**config.mk**
```make
export PLATFORM = sky130hd
export DESIGN_NAME = mips_issue_sched
export DESIGN_NICKNAME = d
export VERILOG_FILES = /design/src/rtl/mips_sched_pkg.sv /design/src/rtl/mips_req_fifo.sv /design/src/rtl/mips_issue_sched.sv
export SDC_FILE = /design/constraint.sdc
export NUM_CORES = 1
export LEC_CHECK = 0
export CAP_MARGIN = 20
export CORE_MARGIN = 1
export CORE_UTILIZATION = 35
export CTS_CLUSTER_SIZE = 24
export DETAILED_ROUTE_END_ITERATION = 8
export SETUP_SLACK_MARGIN = 0.3
export SYNTH_ARGS = -nofsm -noshare
export SYNTH_HDL_FRONTEND = slang
export SYNTH_HIERARCHICAL = 1
export SYNTH_SLANG_ARGS = --single-unit
```
**constraint.sdc**
```tcl
create_clock -name clk -period 2.68 [get_ports clk]
set_clock_uncertainty 0.05 [all_clocks]
set_input_delay 0.536 -clock clk [delete_from_list [all_inputs] [get_ports clk]]
set_output_delay 0.536 -clock clk [all_outputs]
set_load 0.02 [all_outputs]
```
**src/rtl/mips_sched_pkg.sv**
```systemverilog
// Shared types and defaults for the two-requester MIPS issue scheduler.
package mips_sched_pkg;

    localparam int DEF_FIFO_DEPTH = 4;
    localparam int DEF_CORE_LAT   = 2;
    localparam int CNT_W          = 8;

    typedef logic req_id_t;

    // One stage of the in-flight tag pipe: whether an instruction is in
    // flight at this depth and which requester issued it.
    typedef struct packed {
        logic    valid;
        req_id_t id;
    } tag_t;

endpackage

```
**src/rtl/mips_req_fifo.sv**
```systemverilog
// Per-requester instruction FIFO. Ready is derived from the registered count,
// so a full FIFO refuses a push even when it is popped in the same cycle.
module mips_req_fifo
    import mips_sched_pkg::*;
#(
    parameter int DEPTH = DEF_FIFO_DEPTH,
    parameter int W     = 32
) (
    input  logic         clk,
    input  logic         rst_n,
    input  logic         push_valid,
    input  logic [W-1:0] push_data,
    output logic         ready,
    input  logic         pop,
    output logic         empty,
    output logic [W-1:0] head
);

    localparam int AW = $clog2(DEPTH);
    localparam logic [AW:0] FULL_CNT = (AW+1)'(DEPTH);

    logic [W-1:0]  mem_q [DEPTH];
    logic [AW-1:0] wr_ptr_q, wr_ptr_d;
    logic [AW-1:0] rd_ptr_q, rd_ptr_d;
    logic [AW:0]   count_q, count_d;
    logic          push, pop_ok;

    assign ready  = (count_q != FULL_CNT);
    assign empty  = (count_q == '0);
    assign push   = push_valid && ready;
    assign pop_ok = pop && !empty;
    assign head   = mem_q[rd_ptr_q];

    // Pointer and occupancy update; pointers wrap naturally (power-of-two depth).
    always_comb begin
        wr_ptr_d = wr_ptr_q;
        rd_ptr_d = rd_ptr_q;
        count_d  = count_q;
        if (push)   wr_ptr_d = wr_ptr_q + 1'b1;
        if (pop_ok) rd_ptr_d = rd_ptr_q + 1'b1;
        case ({push, pop_ok})
            2'b10:   count_d = count_q + 1'b1;
            2'b01:   count_d = count_q - 1'b1;
            default: count_d = count_q;
        endcase
    end

    // Storage needs no reset: the pointers define which entries are live.
    always_ff @(posedge clk) begin
        if (push) mem_q[wr_ptr_q] <= push_data;
    end

    // Pointer and count state.
    always_ff @(posedge clk or negedge rst_n) begin
        if (!rst_n) begin
            wr_ptr_q <= '0;
            rd_ptr_q <= '0;
            count_q  <= '0;
        end else begin
            wr_ptr_q <= wr_ptr_d;
            rd_ptr_q <= rd_ptr_d;
            count_q  <= count_d;
        end
    end

endmodule

```
**src/rtl/mips_issue_sched.sv**
```systemverilog
// Round-robin issue of two instruction streams onto the single-issue MIPS
// core, with response tagging, per-requester statistics and a sticky flag
// for core strobes that disagree with the expected latency.
module mips_issue_sched
    import mips_sched_pkg::*;
#(
    parameter int FIFO_DEPTH = DEF_FIFO_DEPTH,
    parameter int CORE_LAT   = DEF_CORE_LAT
) (
    input  logic             clk,
    input  logic             rst_n,
    input  logic             req0_valid,
    input  logic [31:0]      req0_instr,
    output logic             req0_ready,
    input  logic             req1_valid,
    input  logic [31:0]      req1_instr,
    output logic             req1_ready,
    output logic             core_in_valid,
    output logic [31:0]      core_instruction,
    input  logic             core_out_valid,
    input  logic             core_instruction_fail,
    output logic             resp_valid,
    output logic             resp_id,
    output logic             resp_fail,
    output logic [CNT_W-1:0] issue_cnt0,
    output logic [CNT_W-1:0] issue_cnt1,
    output logic [CNT_W-1:0] fail_cnt0,
    output logic [CNT_W-1:0] fail_cnt1,
    output logic             protocol_err
);

    logic [31:0] head0, head1;
    logic        empty0, empty1, pop0, pop1;
    logic        gnt_vld;
    req_id_t     gnt_id;

    req_id_t     last_grant_q, last_grant_d;
    logic        core_in_valid_q, core_in_valid_d;
    logic [31:0] core_instruction_q, core_instruction_d;
    req_id_t     issue_id_q, issue_id_d;
    tag_t [CORE_LAT-1:0]        tag_pipe_q, tag_pipe_d;
    logic [1:0][CNT_W-1:0]      issue_cnt_q, issue_cnt_d;
    logic [1:0][CNT_W-1:0]      fail_cnt_q, fail_cnt_d;
    logic        protocol_err_q, protocol_err_d;
    tag_t        tag_last;
    logic        tag_match;

    mips_req_fifo #(.DEPTH(FIFO_DEPTH), .W(32)) u_fifo0 (
        .clk        (clk),
        .rst_n      (rst_n),
        .push_valid (req0_valid),
        .push_data  (req0_instr),
        .ready      (req0_ready),
        .pop        (pop0),
        .empty      (empty0),
        .head       (head0)
    );

    mips_req_fifo #(.DEPTH(FIFO_DEPTH), .W(32)) u_fifo1 (
        .clk        (clk),
        .rst_n      (rst_n),
        .push_valid (req1_valid),
        .push_data  (req1_instr),
        .ready      (req1_ready),
        .pop        (pop1),
        .empty      (empty1),
        .head       (head1)
    );

    // Arbitrate on registered occupancy; alternate only under contention.
    always_comb begin
        gnt_vld = !empty0 || !empty1;
        if (!empty0 && !empty1) gnt_id = ~last_grant_q;
        else                    gnt_id = empty0;
        pop0 = gnt_vld && (gnt_id == 1'b0);
        pop1 = gnt_vld && (gnt_id == 1'b1);
    end

    assign tag_last   = tag_pipe_q[CORE_LAT-1];
    assign tag_match  = (core_out_valid == tag_last.valid);
    assign resp_valid = core_out_valid;
    assign resp_fail  = core_out_valid && core_instruction_fail;
    assign resp_id    = tag_match ? tag_last.id : 1'b0;

    // Next-state for issue register, tag pipe, statistics and error flag.
    always_comb begin
        last_grant_d       = gnt_vld ? gnt_id : last_grant_q;
        core_in_valid_d    = gnt_vld;
        core_instruction_d = gnt_vld ? (gnt_id ? head1 : head0) : core_instruction_q;
        issue_id_d         = gnt_vld & gnt_id;

        tag_pipe_d[0].valid = core_in_valid_q;
        tag_pipe_d[0].id    = core_in_valid_q & issue_id_q;
        for (int i = 1; i < CORE_LAT; i++) tag_pipe_d[i] = tag_pipe_q[i-1];

        issue_cnt_d = issue_cnt_q;
        if (gnt_vld) issue_cnt_d[gnt_id] = issue_cnt_q[gnt_id] + 1'b1;

        fail_cnt_d = fail_cnt_q;
        if (resp_fail && (fail_cnt_q[resp_id] != '1))
            fail_cnt_d[resp_id] = fail_cnt_q[resp_id] + 1'b1;

        protocol_err_d = protocol_err_q || !tag_match;
    end

    // All scheduler state; last_grant starts at 1 so requester 0 wins first.
    always_ff @(posedge clk or negedge rst_n) begin
        if (!rst_n) begin
            last_grant_q       <= 1'b1;
            core_in_valid_q    <= 1'b0;
            core_instruction_q <= '0;
            issue_id_q         <= 1'b0;
            tag_pipe_q         <= '0;
            issue_cnt_q        <= '0;
            fail_cnt_q         <= '0;
            protocol_err_q     <= 1'b0;
        end else begin
            last_grant_q       <= last_grant_d;
            core_in_valid_q    <= core_in_valid_d;
            core_instruction_q <= core_instruction_d;
            issue_id_q         <= issue_id_d;
            tag_pipe_q         <= tag_pipe_d;
            issue_cnt_q        <= issue_cnt_d;
            fail_cnt_q         <= fail_cnt_d;
            protocol_err_q     <= protocol_err_d;
        end
    end

    assign core_in_valid    = core_in_valid_q;
    assign core_instruction = core_instruction_q;
    assign issue_cnt0       = issue_cnt_q[0];
    assign issue_cnt1       = issue_cnt_q[1];
    assign fail_cnt0        = fail_cnt_q[0];
    assign fail_cnt1        = fail_cnt_q[1];
    assign protocol_err     = protocol_err_q;

endmodule
```
After elaboration in Yosys (flattened, before gate mapping)
Memory sizes are Yosys's and may differ from the RTL's.
Cells that the tools add are included.
Storage, ports and cells
  register bits after elaboration: 86
  memory bits (writable): 256
  output and inout port bits: 71
  memories kept: 2
Cells by class
  add/sub/neg operators: 10
  order comparisons: 4
  equality and inequality tests: 8
  mux-type cells: 19
  bitwise operators: 4
  reductions and logical operators: 20
Memories
  u_fifo0.mem_q: depth 4, width 32, rd ports 1, clocked after Yosys merged registers in 0, wr ports 1, line mips_req_fifo.sv:22  | logic [W-1:0] mem_q [DEPTH];
  u_fifo1.mem_q: depth 4, width 32, rd ports 1, clocked after Yosys merged registers in 0, wr ports 1, line mips_req_fifo.sv:22
Operators with widths (count)
  $mux W8: 6
  $bwmux W16: 2
  $mux W32: 1
  $add A8 B1 Y8 const B: 2
  $demux W8 S1: 2
  $pmux W3 S2: 2
  $logic_and A1 B1 Y1: 11
  $add A2 B1 Y2 const B: 4
  $ne A8 B8 Y1 const B: 1
  $add A3 B1 Y3 const B: 2
  $logic_not A3 Y1: 2
  $mux W1: 6
  $ne A3 B3 Y1 const B: 2
  $sub A3 B1 Y3 const B: 2
  $eq A2 B1 Y1 const B: 2
  $eq A2 B2 Y1 const B: 2
  $lt A1 B2 Y1 const B: 2
  $reduce_bool A2 Y1: 2
  $logic_not A1 Y1: 3
  $and A1 B1 Y1: 2
  $ge A1 B1 Y1 const B: 2
  $logic_or A1 B1 Y1: 2
  $not A1 Y1: 2
  $eq A1 B1 Y1: 1

Depth between registers and ports, before layout
Gate-level depths: netlist (run 1).
  word-level depth: 9
  depth in mapped cells: 14

Modules after synthesis
The synthesis (run 1) kept the hierarchy.
By module, submodules not included
  mips_req_fifo: times used 2, cells an instance 205, area an instance 5037.3 um^2, seq. area each 4018.9 um^2
  mips_issue_sched: times used 1, cells an instance 311, area an instance 3428.3 um^2, seq. area each 1803.0 um^2

Worst setup path after synthesis (run 1)
No wires, ideal clock.
  kind: input -> register
  start point: input core_out_valid
  end point: register fail_cnt_q, in the netlist fail_cnt1[5]
  data arrival time: 2.414 ns
  path slack: 0.095 ns
  cell stages on the path: 8
  path buffers: 0
  cell sequence: xnor2_2 > nand2_1 > mux2_2 > ha_1 > and4_1 > a41o_1 > a31o_2 > a22o_1
On the way
  longest elaborated chain between the ends: 7
Ends and longest elaborated chain
  start, declared: line mips_issue_sched.sv:20  | input logic core_out_valid,
  parallel branches: the longest is 7 deep, another holds $add A8 B1 Y8
  end signal, assigned: line mips_issue_sched.sv:124  | fail_cnt_q <= fail_cnt_d;
  end, declared: line mips_issue_sched.sv:43  | logic [1:0][CNT_W-1:0] fail_cnt_q, fail_cnt_d;
Several ways; the timed one is not identified. The select of a mux whose other input is x is not followed.
A chain may end at the register's enable or synchronous reset.

Final worst setup path (run 1)
  start point: register u_fifo1.count_q[0]
  end point: output req1_ready
On the way
  longest elaborated chain between the ends: 1
Ends and longest elaborated chain
  start, declared: line mips_req_fifo.sv:25  | logic [AW:0] count_q, count_d;
  start signal, assigned: line mips_req_fifo.sv:62  | count_q <= count_d;
  $ne A3 B3 Y1: line mips_req_fifo.sv:28  | assign ready = (count_q != FULL_CNT);
  end, declared: line mips_issue_sched.sv:17  | output logic req1_ready,
No other way between the ends.

==> results of run 1 <==
stage by stage:
stage / utilization, % / std cells / worst slack (ns)
after floorplan: - / 721 / 0.2726
after global placement: 41.98 / 1371 / -0.2500
after detailed placement: 41.98 / 1371 / -0.2424
after CTS: 45.24 / 1440 / 0.1787
after global routing: 45.36 / 1443 / 0.2294
final: 45.38 / 1446 / 0.3560
where the power goes:
part           leakage (nW)  switching [mW]  internal (mW)
sequential             3.35           0.896           7.21
clock                 0.594            2.04           3.01
combinational          2.10            3.78           3.55
total                  6.04            6.72           13.8
synth_stat cells (all sizes together) (2+ instances only):
master	count
nor4	3
mux2	11
fa	2
xnor2	17
a211o	3
xor2	18
or3b	2
o31a	2
clkbuf	11
ha	12
mux4	64
nand4	5
nor2	10
nor3	6
and2	5
o22ai	32
a211oi	2
nand2	29
nand2b	2
and3	10
inv	19
mux2i	38
nand3	10
edfxtp	256
a21oi	33
buf	23
dfrtp	85
worst max-delay path by stage:
stage / startpoint / endpoint / cells past startpoint
after global placement: core_out_valid / fail_cnt0[6] / 9
final: u_fifo1/count_q[0] / req1_ready / 2
after detailed placement: core_out_valid / fail_cnt0[6] / 9
after global routing: u_fifo0/count_q[0] / u_fifo0/count_q[2] / 9
after floorplan: core_out_valid / fail_cnt1[5] / 8
after CTS: core_out_valid / resp_id / 6
per-layer routing:
metal,part of all wire (%),vias up,track usage [%]
met5,0,-,0
li1,-,3225,-
met1,43,3588,20.39
met4,1.6,0,3.761
met3,6.3,43,3.544
met2,49,169,25.83
timing repair:
item                       4_1_cts  5_1_grt
resized for setup               10       12
hold endpoints to repair        13        0
setup endpoints to repair        7       15
pin swaps                        0        2
setup buffers                    0        3
hold buffers                     1        0
layout by cell type (no fill, tap or decap), types with 3 or more instances in the layout:
| cell type | netlist | final |
|---|---|---|
| and3_2 | 8 | 8 |
| clkbuf_8 | 0 | 3 |
| nor3_1 | 5 | 3 |
| bufinv_16 | 0 | 3 |
| o22ai_1 | 32 | 32 |
| and2_1 | 3 | 3 |
| nor3_4 | 1 | 3 |
| ha_1 | 12 | 11 |
| nand4_1 | 5 | 5 |
| inv_1 | 18 | 17 |
| nand3_1 | 10 | 9 |
| nor4_1 | 3 | 3 |
| nand2_1 | 29 | 28 |
| dfrtp_1 | 85 | 75 |
| xnor2_1 | 16 | 16 |
| mux2i_1 | 38 | 38 |
| mux4_2 | 64 | 64 |
| clkbuf_16 | 0 | 38 |
| xor2_1 | 18 | 18 |
| mux2_2 | 9 | 9 |
| buf_4 | 10 | 20 |
| clkbuf_1 | 11 | 11 |
| clkinv_1 | 0 | 3 |
| clkdlybuf4s50_1 | 0 | 133 |
| buf_12 | 0 | 17 |
| clkinv_2 | 0 | 6 |
| a21oi_1 | 33 | 33 |
| diode_2 | 0 | 3 |
| a211o_1 | 3 | 3 |
| nor2_1 | 10 | 10 |
| dfrtp_2 | 0 | 10 |
| edfxtp_1 | 256 | 256 |
area by class of cell:
class / count / area [µm²] / area share, %
multi-input combinational: 326 / 3492 / 20.33
tap: 511 / 639.4 / 3.723
inverter: 19 / 76.32 / 0.4444
clock buffer: 52 / 1033 / 6.018
timing repair buffer: 177 / 1888 / 10.99
antenna: 3 / 7.507 / 0.04371
sequential: 342 / 9853 / 57.37
clock inverter: 16 / 183.9 / 1.071
registers in the layout (all words and copies together) (netlist names):
signal	flops
u_fifo0/mem_q	128
u_fifo1/mem_q	128
core_instruction	32
fail_cnt0	8
fail_cnt1	8
issue_cnt0	8
issue_cnt1	8
u_fifo0/count_q	3
u_fifo1/count_q	3
tag_last	2
tag_pipe_d	2
u_fifo0/rd_ptr_q	2
u_fifo0/wr_ptr_q	2
u_fifo1/rd_ptr_q	2
u_fifo1/wr_ptr_q	2
core_in_valid	1
issue_id_q	1
last_grant_q	1
protocol_err	1
logic make-up after synthesis:
kind of cell / Yosys count / share of synthesized area [%]
flops: 342 / 72.88
mux: 113 / 14.46
simple gates: 86 / 3.429
compound gates: 78 / 3.632
buf+inv: 53 / 1.862
xor+xnor: 35 / 2.326
fa+ha+maj: 14 / 1.408
==> results_dict.tcl, run 1 <==
set metrics [dict create \
    grt.total_usage_pct 15.45 \
    clock_tree.buffer_depth 3 \
    post_route_design_area_mm2 0.01717 \
    cp_top_family "flip-flops" \
    ir_drop_v 0.0005735 \
    critPathArrivalTime_ns 1.74 \
    slowest_stage "dfrtp_2" \
    holdCritStartpoint "tag_pipe_d[3]" \
    postSynthRegisterBits 342 \
    syn2layout_area_growth_pct 27.19 \
    yosys.area.top_type "edfxtp_1" \
    synth.distinct_cells 47 \
    drcViolationCount 0 \
    vias 7025 \
    gr-total-overflow 0 \
    worst_r2r_path_depth 8 \
    finish.net_count 987 \
    syn_area_per_cell_um2 18.73 \
    capturing_point_of_the_worst_reg2reg_path "fail_cnt1[5]" \
    worstPathMaxFanout 6 \
    dpl_cell_area_mm2 0.01589 \
    final.fill_count 3332 \
    synthCells 721 \
    finalCriticalPeriod_ns 2.324 \
    vias_in_the_first_global_route 7308 \
    holdPathEnd "tag_last[1]" \
    cts_num_sinks 342 \
    finalHoldViolCount 0 \
    worst_path_largest_cell_delay_ns 0.45 \
    routed_wire_per_std_cell_um 20.43 \
    hold_path_class "register to register" \
    critPathCaptureType "output port" \
    min_path_cells 0 \
    coreArea_mm2 0.03784 \
    synthTopCellsByArea "edfxtp_1 (57%), dfrtp_1 (16%), mux4_2 (11%)" \
    wirelength_um 29550 \
    hpwl_um 18840 \
    routabilityCongestion 0.7792 \
    drtIter0Drc 357 \
    dieWidth_um 198.4 \
    initial_core_utilization_pct 35.68 \
    antenna_left 0 \
    grt_first_pass_wirelength_um 45030 \
    pwrdens_mw_per_mm2 1193 \
    power.static_leakage_nw 6.041 \
    relSlewSlack_pct 65.13 \
    setup_viol 0 \
    synth.cell_area_mm2 0.01350 \
    finalSetupTns_ns 0 \
    detail_route.vias_per_cell 4.858 \
    antenna_found_initial 3 \
    post_route_cells_drive_above_1_share_pct 22.32 \
    die_y_um 198.4 \
    whs_ns 0.2963 \
    outcome "finished, final reports clean" \
    number_of_enable_flip_flop_cells_after_synthesis 256 \
    r2r-start "tag_last[1]" \
    cts_made_buffers 37 \
    cp_data_required_time_ns 2.09 \
    fin_total_pwr_mw 20.49 \
    grt_start_max_net_pins 42 \
    synth-async-reset-ratio_pct 25.15 \
    crit_path_start_kind "register" \
    reg2reg_slack_ns 0.39 \
    clk_root_buffer_cell "clkbuf_16" \
    timing.max_cap.violations 0 \
    maxClockFrequency_mhz 430.3 \
    path_clk_slew_ns 0.06 \
    ys.flop_type "edfxtp_1" \
    cts_tree "built" \
    htreeDepth 2 \
    timing_worst_setup_path_type "register to output port" \
    placementRows 71 \
    unrepaired_setup_endpoints_after_global_routing "yes" \
    worst_pin_slew_ns 0.5230 \
    synth-seq-area-share_pct 72.88 \
    timing_max_transition_violations_final 0 \
    floorplan.die_area_mm2 0.03937 \
    synth_top_area_share_pct 56.93 \
    critical_path.n_buffers_inverters 1 \
    dr.pass1.iters 4 \
    syn-num-nets 805 \
    tcrit_tclk_final_pct 86.72 \
    port_buffers 140 \
    worst_skew_pair.late_latency_ns 0.53 \
    io-pin-count 141 \
    timing.critical_path.cells "or3b_4 -> clkdlybuf4s15_1" \
    yosys_warnings 6 \
]
No activity file was read; power rests on OpenSTA's default activity.
==> inputs of run 2 (changes only) <==
--- a/config.mk
+++ b/config.mk
@@ -7,9 +7,11 @@
 export LEC_CHECK = 0
 export CAP_MARGIN = 20
 export CORE_MARGIN = 1
-export CORE_UTILIZATION = 35
+export CORE_UTILIZATION = 53
+export CTS_BUF_LIST = sky130_fd_sc_hd__clkbuf_8
 export CTS_CLUSTER_SIZE = 24
 export DETAILED_ROUTE_END_ITERATION = 8
+export PLACE_DENSITY = 0.78
 export SETUP_SLACK_MARGIN = 0.3
 export SYNTH_ARGS = -nofsm -noshare
 export SYNTH_HDL_FRONTEND = slang
==> results_dict.tcl, run 2 (same netlist as run 1, synthesis figures left out) <==
set metrics [dict create \
    outcome "finished, final reports clean" \
    finish.net_count 1006 \
    worst_pin_slew_ns 0.6714 \
    placed_cells 1190 \
    placementRows 58 \
    post_route_cells_drive_above_1_share_pct 22.80 \
    dieWidth_um 161.6 \
    path_clk_slew_ns 0.06 \
    initial_core_utilization_pct 53.78 \
    floorplan.die_area_mm2 0.02612 \
    clk_root_buffer_cell "clkbuf_8" \
    holdCritStartpoint "tag_pipe_d[2]" \
    timing.max_cap.violations 0 \
    grt_first_pass_wirelength_um 42550 \
    hpwl_um 17320 \
    setup_viol 0 \
    critPathCaptureType "output port" \
    gr-total-overflow 0 \
    port_buffers 140 \
    worstPathMaxFanout 6 \
    cts_made_buffers 53 \
    area.sequential_mm2 0.009852 \
    multi_input_combinational_cell_area_mm2 0.003487 \
    finish.cell_count_without_fillers 1296 \
    unrepaired_setup_endpoints_after_global_routing "yes" \
    cts_tree "built" \
    tcrit_tclk_final_pct 86.53 \
    io-pin-count 141 \
    syn2layout_area_growth_pct 23.04 \
    drtIter0Drc 562 \
    drcViolationCount 0 \
    post-route-util_pct 66.17 \
    cp_data_required_time_ns 2.09 \
    die_y_um 161.6 \
    wirelength_um 27300 \
    layout_commonest_cell "edfxtp_1" \
    hold_path_class "register to register" \
    maxClockFrequency_mhz 431.2 \
    dr.pass1.iters 5 \
    grt_start_max_net_pins 44 \
    routed_wire_per_std_cell_um 21.07 \
    vias_in_the_first_global_route 7617 \
    coreArea_mm2 0.02511 \
    finalHoldViolCount 0 \
    vias 7333 \
    detail_route.vias_per_cell 5.658 \
    timing_max_transition_violations_final 0 \
    critPathArrivalTime_ns 1.73 \
    crit_path_start_kind "register" \
    critPathLaunch "u_fifo0/count_q[0]" \
    cts_num_sinks 342 \
    finalSetupTns_ns 0 \
    final.fill_count 1739 \
    ir_drop_v 0.0007341 \
    fin_total_pwr_mw 19.13 \
    clock_tree.buffer_depth 3 \
    antenna_found_initial 3 \
    timing_worst_setup_path_type "register to output port" \
    pwrdens_mw_per_mm2 1151 \
    routabilityCongestion 0.8135 \
    grt.total_usage_pct 21.68 \
    power.static_leakage_nw 6.024 \
    finalCriticalPeriod_ns 2.319 \
    timing.final.ws_setup_ns 0.3610 \
    antenna_left 0 \
    htreeDepth 2 \
    post-place-ws_ns -0.3209 \
    relSlewSlack_pct 55.24 \
    top_library_cells_by_usage_in_the_layout_fill_and_taps_aside "edfxtp_1 (256), clkdlybuf4s50_1 (134), dfrtp_1 (76)" \
    worst_skew_pair.late_latency_ns 0.57 \
    r2r-start "u_fifo1/count_q[0]" \
]
-- run 2: repair_timing --
| action | CTS | global route |
|---|---|---|
| gates resized for setup | 12 | 10 |
| pin swaps | 1 | 3 |
| setup endpoints to repair | 9 | 15 |
| hold buffers | 1 | 0 |
| setup buffers | 1 | 5 |
| endpoints found under the hold margin | 39 | 0 |
-- run 2: routing by layer --
layer	part of all wire, %	GRT usage [%]	wire length, µm
met1	42	29.47	11550
met5	0.055	0	15
met3	6.2	4.700	1699
met4	1.7	6.389	470
met2	50	35.52	13570
-- run 2: where the power goes --
part           internal (mW)  switching, mW  total (mW)
logic                   3.51           3.68        7.19
registers               7.21          0.917        8.12
clock network           1.93           1.89        3.82
total                   12.6           6.48        19.1
-- run 2: path summary, 6_finish.rpt --
check,endpoint,slack [ns],cells past startpoint
worst max register to register,u_fifo0/count_q[2],0.37,10
max in group asynchronous,core_instruction[13],1.46,3
worst min-delay path,tag_last[0],0.30,0
min in group asynchronous,fail_cnt0[1],0.45,2
worst max-delay path,req0_ready,0.36,2
worst min register to register,tag_last[0],0.30,0
-- run 2: area by class of cell --
type,instances,share of cell area (%)
Tap cell,330,2.485
Sequential cell,342,59.30
Clock buffer,56,4.639
Multi-Input combinational cell,326,20.99
Clock inverter,42,1.054
Timing Repair Buffer,180,11.06
Inverter,19,0.4594
Antenna cell,1,0.01506
-- run 2: per-stage QoR --
| step | cell area, µm² | hold WS, ns |
|---|---|---|
| floorplan | 13560 | 0.1904 |
| global placement | 15580 | 0.2840 |
| detailed placement | 15580 | 0.2919 |
| CTS | 16560 | 0.3062 |
| global route | 16610 | 0.3123 |
| finish | 16610 | 0.3050 |
-- run 2: critical path, stage by stage, from the launching register on --
cell and delay [ns]:
dfrtp_2 0.45, or3b_4 0.45, clkdlybuf4s15_2 0.28
==> inputs of run 3 (changes only) <==
--- a/config.mk
+++ b/config.mk
@@ -7,12 +7,14 @@
 export LEC_CHECK = 0
 export CAP_MARGIN = 20
 export CORE_MARGIN = 1
-export CORE_UTILIZATION = 53
+export CORE_UTILIZATION = 59
 export CTS_BUF_LIST = sky130_fd_sc_hd__clkbuf_8
 export CTS_CLUSTER_SIZE = 24
 export DETAILED_ROUTE_END_ITERATION = 8
+export DONT_BUFFER_PORTS = 1
 export PLACE_DENSITY = 0.78
 export SETUP_SLACK_MARGIN = 0.3
+export SLEW_MARGIN = 0
 export SYNTH_ARGS = -nofsm -noshare
 export SYNTH_HDL_FRONTEND = slang
 export SYNTH_HIERARCHICAL = 1
==> results_dict.tcl, run 3 (same netlist as run 1, synthesis figures left out) <==
set metrics [dict create \
    hpwl_um 15840 \
    setup_viol 0 \
    routabilityCongestion 0.8291 \
    worst_r2r_path_depth 8 \
    syn2layout_area_growth_pct 15.81 \
    routed_wire_per_std_cell_um 23.58 \
    path_clk_slew_ns 0.06 \
    maxClockFrequency_mhz 431.7 \
    unrepaired_setup_endpoints_after_global_routing "no" \
    post-place-ws_ns 0.03241 \
    power.static_leakage_nw 5.588 \
    detail_route.vias_per_cell 6.109 \
    dr.pass1.iters 5 \
    placementRows 54 \
    antenna_left 0 \
    io-pin-count 141 \
    grt_start_max_net_pins 87 \
    r2r-start "tag_last[1]" \
    vias_in_the_first_global_route 7548 \
    power.clock.fraction_pct 21.0 \
    top_library_cells_by_usage_in_the_layout_fill_and_taps_aside "edfxtp_1 (256), dfrtp_1 (74), dlygate4sd3_1 (65)" \
    clock_tree.buffer_depth 3 \
    cts_made_buffers 52 \
    holdCritStartpoint "req1_valid" \
    comb_power_share_pct 30.8 \
    wirelength_um 27160 \
    relSlewSlack_pct 36.13 \
    initial_core_utilization_pct 60.93 \
    cp_data_required_time_ns 3.08 \
    antenna_cells_inserted 0 \
    outcome "finished, final reports clean" \
    htreeDepth 2 \
    port_buffers 0 \
    drtIter0Drc 494 \
    critPathCaptureType "register" \
    reg2reg_slack_ns 0.36 \
    critPathArrivalTime_ns 2.72 \
    timing.final.ws_setup_ns 0.3638 \
    coreArea_mm2 0.02216 \
    finalSetupTns_ns 0 \
    total_switching_power_mw 6.508 \
    crit_path_start_kind "register" \
    floorplan.die_area_mm2 0.02349 \
    cts_num_sinks 342 \
    vias 7038 \
    drcViolationCount 0 \
    share_seq_of_total_power_pct 48.2 \
    net_sw_share_pct 35.44 \
    pwrdens_mw_per_mm2 1174 \
    worstPathMaxFanout 7 \
    post_route_cells_drive_above_1_share_pct 23.85 \
    timing_worst_setup_path_type "register to register" \
    worst_pin_slew_ns 0.9581 \
    holdPathEnd "u_fifo1/wr_ptr_q[0]" \
    clk_root_buffer_cell "clkbuf_8" \
    gr-total-overflow 0 \
    capturing_point_of_the_worst_reg2reg_path "fail_cnt1[5]" \
    finalCriticalPeriod_ns 2.316 \
    antenna_found_initial 0 \
    die_y_um 153.3 \
    layout_commonest_cell "edfxtp_1" \
    cts_tree "built" \
    grt_first_pass_wirelength_um 42270 \
    finalHoldViolCount 0 \
    ir_drop_v 0.0007138 \
    worst_skew_pair.late_latency_ns 0.57 \
    internal_power_mw 11.86 \
    timing_max_transition_violations_final 0 \
    timing.max_cap.violations 0 \
    tcrit_tclk_final_pct 86.43 \
    hold_path_class "input port to register" \
    dieWidth_um 153.3 \
    post-route-util_pct 70.56 \
    min_path_cells 2 \
    finish.net_count 912 \
    grt.total_usage_pct 23.98 \
]
run 3: final cells by class:
cell class	count	area, µm²
clock buffer	56	770.7
clock inverter	42	178.9
fill	1385	6524
inverter	19	76.32
multi-input combinational	326	3546
sequential	342	9854
tap	280	350.3
timing repair buffer	87	860.8
run 3: power groups by stage:
| stage | logic (mW) | registers [mW] | clock network [mW] |
|---|---|---|---|
| 6_report | 5.65 | 8.85 | 3.86 |
| 2_1_floorplan | 4.40 | 8.29 | 0 |
| 4_1_cts | 5.46 | 8.83 | 3.91 |
| 5_1_grt | 6.18 | 9.01 | 4.17 |
| 3_5_place_dp | 5.26 | 8.92 | 0 |
| 3_3_place_gp | 5.03 | 8.81 | 0 |
run 3: worst max path at each step:
stage / startpoint / end / slack (ns) / depth (start not counted)
CTS: tag_last[1] / fail_cnt1[5] / 0.29 / 8
global placement: core_out_valid / fail_cnt1[5] / 0.14 / 9
detailed placement: core_out_valid / fail_cnt1[5] / 0.03 / 9
floorplan: core_out_valid / fail_cnt1[5] / 0.27 / 8
finish: tag_last[1] / fail_cnt1[5] / 0.36 / 8
global route: u_fifo1/count_q[1] / u_fifo1/count_q[2] / 0.28 / 9
run 3: critical path, cell delays in order (launching register included):
cell and delay [ns]:
dfrtp_2 0.44, xnor2_4 0.15, nand2_4 0.12, mux2_2 0.38, ha_4 0.19, and4_4 0.20, a41o_4 0.24, a31o_2 0.22
a22o_1 0.22
run 3: what timing repair did:
item | 4_1_cts | 5_1_grt
setup buffers | 1 | 9
gates resized for setup | 6 | 18
pin swaps | 2 | 11
setup endpoints to repair | 12 | 8
hold buffers | 66 | 0
hold endpoints to repair | 342 | 0
run 3: layer usage:
| layer | part of all wire [%] | track usage (%) | vias up | wire length [µm] |
|---|---|---|---|---|
| li1 | - | - | 3071 | - |
| met1 | 39 | 30.22 | 3659 | 10500 |
| met2 | 52 | 40.57 | 256 | 14010 |
| met3 | 7.7 | 6.549 | 52 | 2086 |
| met4 | 2.1 | 7.840 | 0 | 559 |
| met5 | 0 | 0 | - | 0 |
run 3: metrics by stage:
stage	cells	hold WS, ns	power, mW	instance area [µm²]
after floorplan	721	0.1904	12.69	13560
after CTS	1143	0.1409	18.20	15510
after global routing	1152	0.1593	19.36	15640
after global placement	978	0.1932	13.83	13840
final	1152	0.1909	18.37	15640
after detailed placement	978	0.1926	14.18	13840
